### src/rtl/preamble_detector.sv
// Hard-slicing BPSK preamble correlator: counts bit matches against PREAMBLE and locks on detection.
// Optional macro PREAMBLE_INVERT_EN adds detection of the 180-degree (inverted) preamble.
module preamble_detector #(
  parameter int           PREAMBLE_LEN = 64,
  parameter logic [127:0] PREAMBLE     = 128'hA5C3_96F0_3C5A_0FF1,
  parameter int           THRESHOLD    = 60,
  localparam int          CW           = $clog2(PREAMBLE_LEN + 1)
) (
  input  logic                 clock,
  input  logic                 reset,
  input  logic                 enable,
  input  logic signed [15:0]   in_i,
  input  logic                 valid_in,
  output logic                 ready_out,
  input  logic                 rearm,
  output logic                 detect,
  output logic                 locked,
  output logic [CW-1:0]        match_count,
  output logic                 inverted
);

  typedef enum logic {SEARCH = 1'b0, LOCKED = 1'b1} state_t;

  localparam logic [PREAMBLE_LEN-1:0] PAT   = PREAMBLE[PREAMBLE_LEN-1:0];
  localparam logic [CW-1:0]           LEN_C = CW'(PREAMBLE_LEN);
  localparam logic [CW-1:0]           THR_C = CW'(THRESHOLD);

  function automatic logic [CW-1:0] popcount(input logic [PREAMBLE_LEN-1:0] v);
    logic [CW-1:0] c;
    c = '0;
    for (int i = 0; i < PREAMBLE_LEN; i++) c = c + CW'(v[i]);
    return c;
  endfunction

  state_t state, state_nxt;

  // Only the newest PREAMBLE_LEN-1 bits are kept; the oldest bit would drop out of the next window.
  logic [PREAMBLE_LEN-2:0] sreg_p1;
  logic [CW-1:0]           fill_p1;

  logic                    vld_p0;
  logic                    bit_p0;
  logic [PREAMBLE_LEN-1:0] window_p0;
  logic [CW-1:0]           match_p0;
  logic                    full_p0;
  logic                    pos_hit_p0;
  logic                    neg_hit_p0;
  logic                    det_p0;
  logic                    rearm_p0;

  // ---- stage p0: slice, window, correlate ----
  assign vld_p0     = valid_in && ready_out;
  assign bit_p0     = (in_i >= 16'sd0);
  assign window_p0  = {sreg_p1, bit_p0};
  assign match_p0   = popcount(~(window_p0 ^ PAT));
  assign full_p0    = (fill_p1 >= LEN_C - CW'(1));
  assign pos_hit_p0 = full_p0 && (match_p0 >= THR_C);
`ifdef PREAMBLE_INVERT_EN
  assign neg_hit_p0 = full_p0 && (match_p0 < THR_C) && ((LEN_C - match_p0) >= THR_C);
`else
  assign neg_hit_p0 = 1'b0;
`endif

  always_comb begin
    state_nxt = state;
    det_p0    = 1'b0;
    rearm_p0  = 1'b0;
    ready_out = enable && (state != LOCKED);
    case (state)
      SEARCH: begin
        if (vld_p0 && (pos_hit_p0 || neg_hit_p0)) begin
          state_nxt = LOCKED;
          det_p0    = 1'b1;
        end
      end
      LOCKED: begin
        if (enable && rearm) begin
          state_nxt = SEARCH;
          rearm_p0  = 1'b1;
        end
      end
      default: state_nxt = SEARCH;
    endcase
  end

  always_ff @(posedge clock) begin
    if (reset) state <= SEARCH;
    else       state <= state_nxt;
  end

  // ---- stage p1: registered window, fill count and outputs ----
  always_ff @(posedge clock) begin
    if (reset) begin
      sreg_p1     <= '0;
      fill_p1     <= '0;
      match_count <= '0;
      detect      <= 1'b0;
      inverted    <= 1'b0;
    end else begin
      detect <= det_p0;
      if (vld_p0) begin
        sreg_p1     <= window_p0[PREAMBLE_LEN-2:0];
        match_count <= match_p0;
        if (fill_p1 != LEN_C) fill_p1 <= fill_p1 + CW'(1);
        if (det_p0 && !pos_hit_p0) inverted <= 1'b1;
      end
      if (rearm_p0) begin
        sreg_p1  <= '0;
        fill_p1  <= '0;
        inverted <= 1'b0;
      end
    end
  end

  assign locked = (state == LOCKED);

endmodule

### config.mk
export PLATFORM = sky130hd
export DESIGN_NAME = preamble_detector
export DESIGN_NICKNAME = d
export VERILOG_FILES = /design/src/rtl/preamble_detector.sv
export SDC_FILE = /design/constraint.sdc
export NUM_CORES = 1
export LEC_CHECK = 0
export CORE_ASPECT_RATIO = 1.75
export CORE_UTILIZATION = 35
export CTS_BUF_LIST = sky130_fd_sc_hd__clkbuf_4
export DETAILED_ROUTE_END_ITERATION = 6
export DONT_BUFFER_PORTS = 1
export GPL_TIMING_DRIVEN = 0
export SLEW_MARGIN = 0
export SYNTH_ARGS = -nofsm -noshare
export SYNTH_HDL_FRONTEND = slang
export SYNTH_SLANG_ARGS = --single-unit
### constraint.sdc
create_clock -name clock -period 5.9 [get_ports clock]
set_clock_uncertainty 0.15 [all_clocks]
set_input_delay 0.295 -clock clock [delete_from_list [all_inputs] [get_ports clock]]
set_output_delay 0.295 -clock clock [all_outputs]
set_load 0.03 [all_outputs]
==> reports/qor.txt <==
Mapped cell area: 4650 um2
Post-Syn Nets: 639
Number of synthesized flops with an enable pin: 0
Setup_tns: -1750 ps
Starting Density: 35.9%
Arr. time, crit path: 6550 ps
Critical path buffers and inverters: 6
Rel. slew slack: 57.5%
Clk slew on worst S/H paths: 140 ps
TritonCTS Buffers: 9
# H-tree levels: 3
Utilization after layout: 40.5%
CP required: 6160 ps
Slew Limit Fails: 0
Top cells by area, synth: dfxtp_1 34%, fa_1 23%, nand2_1 11%, inv_1 8.4%, a21oi_1 7.9%
Post-layout nets: 657
Die area: 13800 um2
Global route total overflow: 0
Post-route design area: 5240 um2
Worst path slowest cell: fa_1
Number of max-cap violations: 0
DRC violations left: 0
Vias post-DR: 3398
CP dominant cell by count: fa_1
Max IR drop VDD: 0.000234 V
Failing checks: negative setup slack
Setup ws final: -390 ps
Yosys warning total: 0
Reg2reg start: sreg_p1[4]
Post-synth ARST share: 0%
Antenna-violating nets left: 0
Via/cell ratio: 4.58
First-pass iteration count of the detailed router: 4
Area delta synth->final: 12.7%
Largest net degree at the start of global routing: 16
Startpoint type of the worst setup path: flop
Drt total wl: 9980 um
Die W: 89.1 um
Least-Margin Pin Slew: 635 ps
Syn Inst Count: 547
Placer Congestion: 0.837
Final hold vios: 0
Period minus WS final: 6290 ps
CP Class: reg2reg
Reg-to-reg slack, setup: -390 ps
CTS Root Cell: clkbuf_4
Area share of the largest cell type after synthesis: 34.5%
Final setup viols: 7
CP cell instances: inv_2 -> fa_1 -> inv_1 -> fa_1 -> fa_1 -> inv_1 -> fa_1 -> inv_1 -> fa_1 -> inv_1 -> fa_1 -> fa_1 -> fa_1 -> inv_2 -> ha_4 -> fa_2 -> a21o_1 -> a21oi_4 -> xnor2_2 -> a41oi_2 -> o21ai_2
Gr usage total: 16.2%
Pwr Total: 1.25 mW
Top FF cell, synth: dfxtp_1
Initial antenna violation count: 1
Yosys top cell by area: dfxtp_1
Post-synthesis register bit count: 80
Highest cell delay on the worst timing path: 540 ps
Placement Cell Area: 4880 um2
CP startpoint: sreg_p1[4]
Wire length per cell: 13.4 um
Clock sinks: 80
CP endpoint kind: flop
Die H: 154 um
Avg Synthesized Cell Area: 8.49 um2
Peak Freq: 0.159 GHz
R2R depth: 21
RSZ-0062 raised after global routing: yes
Buffers on Ports: 0
Commonest non-fill, non-tap cell in the layout: nand2_1
Site row count: 55
TritonCTS clock tree: built
Core Box Area: 12900 um2
Latest clock arrival within the worst-skew pair: 460 ps
Library cells used by synthesis: 33
Vias in the first global route: 3553
Static Leakage: 1.99 nW
Final HPWL DP: 8000 um
Hold crit path type: in2reg
Hold path start: valid_in
Final worst-path cycle share: 107%
Clock Tree Buf Depth: 2
Iter 0 DRT Violations: 138
First-pass GRT wire length: 16600 um
Status: complete, but fails checks
Layout cells sized above 1: 11.4%
PD cells: 239 nW/um2
Ports: 32
Family with the most delay on the worst path: adder cells
RR Endpoint: locked
Most frequent cells in the layout: 138 x nand2_1, 97 x inv_1, 74 x dfxtp_1, 69 x a21oi_1, 52 x fa_1
Critical path fanouts, max: 3
Crit path to: locked
Sequential area share after synthesis: 34.5%
Critical path depth in cells: 21
[report_power, final]
group,switching (mW),internal [mW]
clock network,0.210,0.176
registers,0.0192,0.548
logic,0.167,0.128
total,0.397,0.852
[worst min-delay path, stage by stage]
cell and delay (ps):
and2_1 120, buf_2 190, nor2_1 110, a211oi_1 50
[metal layers]
metal | wire [um] | track usage, %
met2 | 5920 | 31.3
met1 | 3490 | 15.5
met5 | 0 | 0
met4 | 377 | 8.62
met3 | 192 | 2.61
[cells by family after synthesis]
| kind of cell | share of synthesized area [%] |
|---|---|
| xor+xnor | 1.70 |
| flops | 34.5 |
| compound gates | 10.3 |
| fa+ha+maj | 27.8 |
| buf+inv | 10.8 |
| simple gates | 14.9 |
[through the flow]
step	setup WS, ps	hold slack [ps]	std cells
detailed placement	-441	247	718
floorplan	-80.0	241	547
finish	-390	185	742
global placement	-443	245	718
global route	-556	202	742
CTS	-434	159	741
[final cells by class]
cell class	count	area, um2
fillers	1347	7700
multi-input cells	337	2670
flip-flops and latches	80	1610
inverters	104	390
well taps	171	214
plain buffers	26	110
clock inverters	7	104
clock buffers	9	67.6
repair buffers	7	62.6
diodes	1	2.50
[Yosys cell counts, types with 2 or more instances]
cell type    n
a21o_1       2
a21oi_1     73
buf_1        7
buf_2       10
clkbuf_1     9
dfxtp_1     80
fa_1        54
ha_1        17
inv_1      104
nand2_1    140
nand3_1      2
nand3b_1     2
nor2_1      18
nor3_1       3
xnor2_1      4
xor2_1       5
[worst min-delay path by stage]
stage | slack [ps] | cells past startpoint | end
2_1_floorplan | 240 | 1 | sreg_p1[0]
6_report | 180 | 4 | sreg_p1[0]
5_1_grt | 200 | 4 | sreg_p1[0]
3_3_place_gp | 240 | 1 | sreg_p1[0]
4_1_cts | 160 | 4 | sreg_p1[0]
3_5_place_dp | 250 | 1 | sreg_p1[0]
[what timing repair did]
action / CTS / global route
resized for setup: 9 / 20
endpoints found under the hold margin: 9 / 0
endpoints found under the setup margin: 8 / 8
pin swaps: 10 / 4
hold buffers: 4 / 0
setup buffers: 3 / 0
[registers in the layout, indices dropped and copies added, names as in the netlist]
name / count
sreg_p1: 63
fill_p1: 7
locked: 1
match_count: 7
detect: 1
inverted: 1
Power figures use the tool's default switching activity.
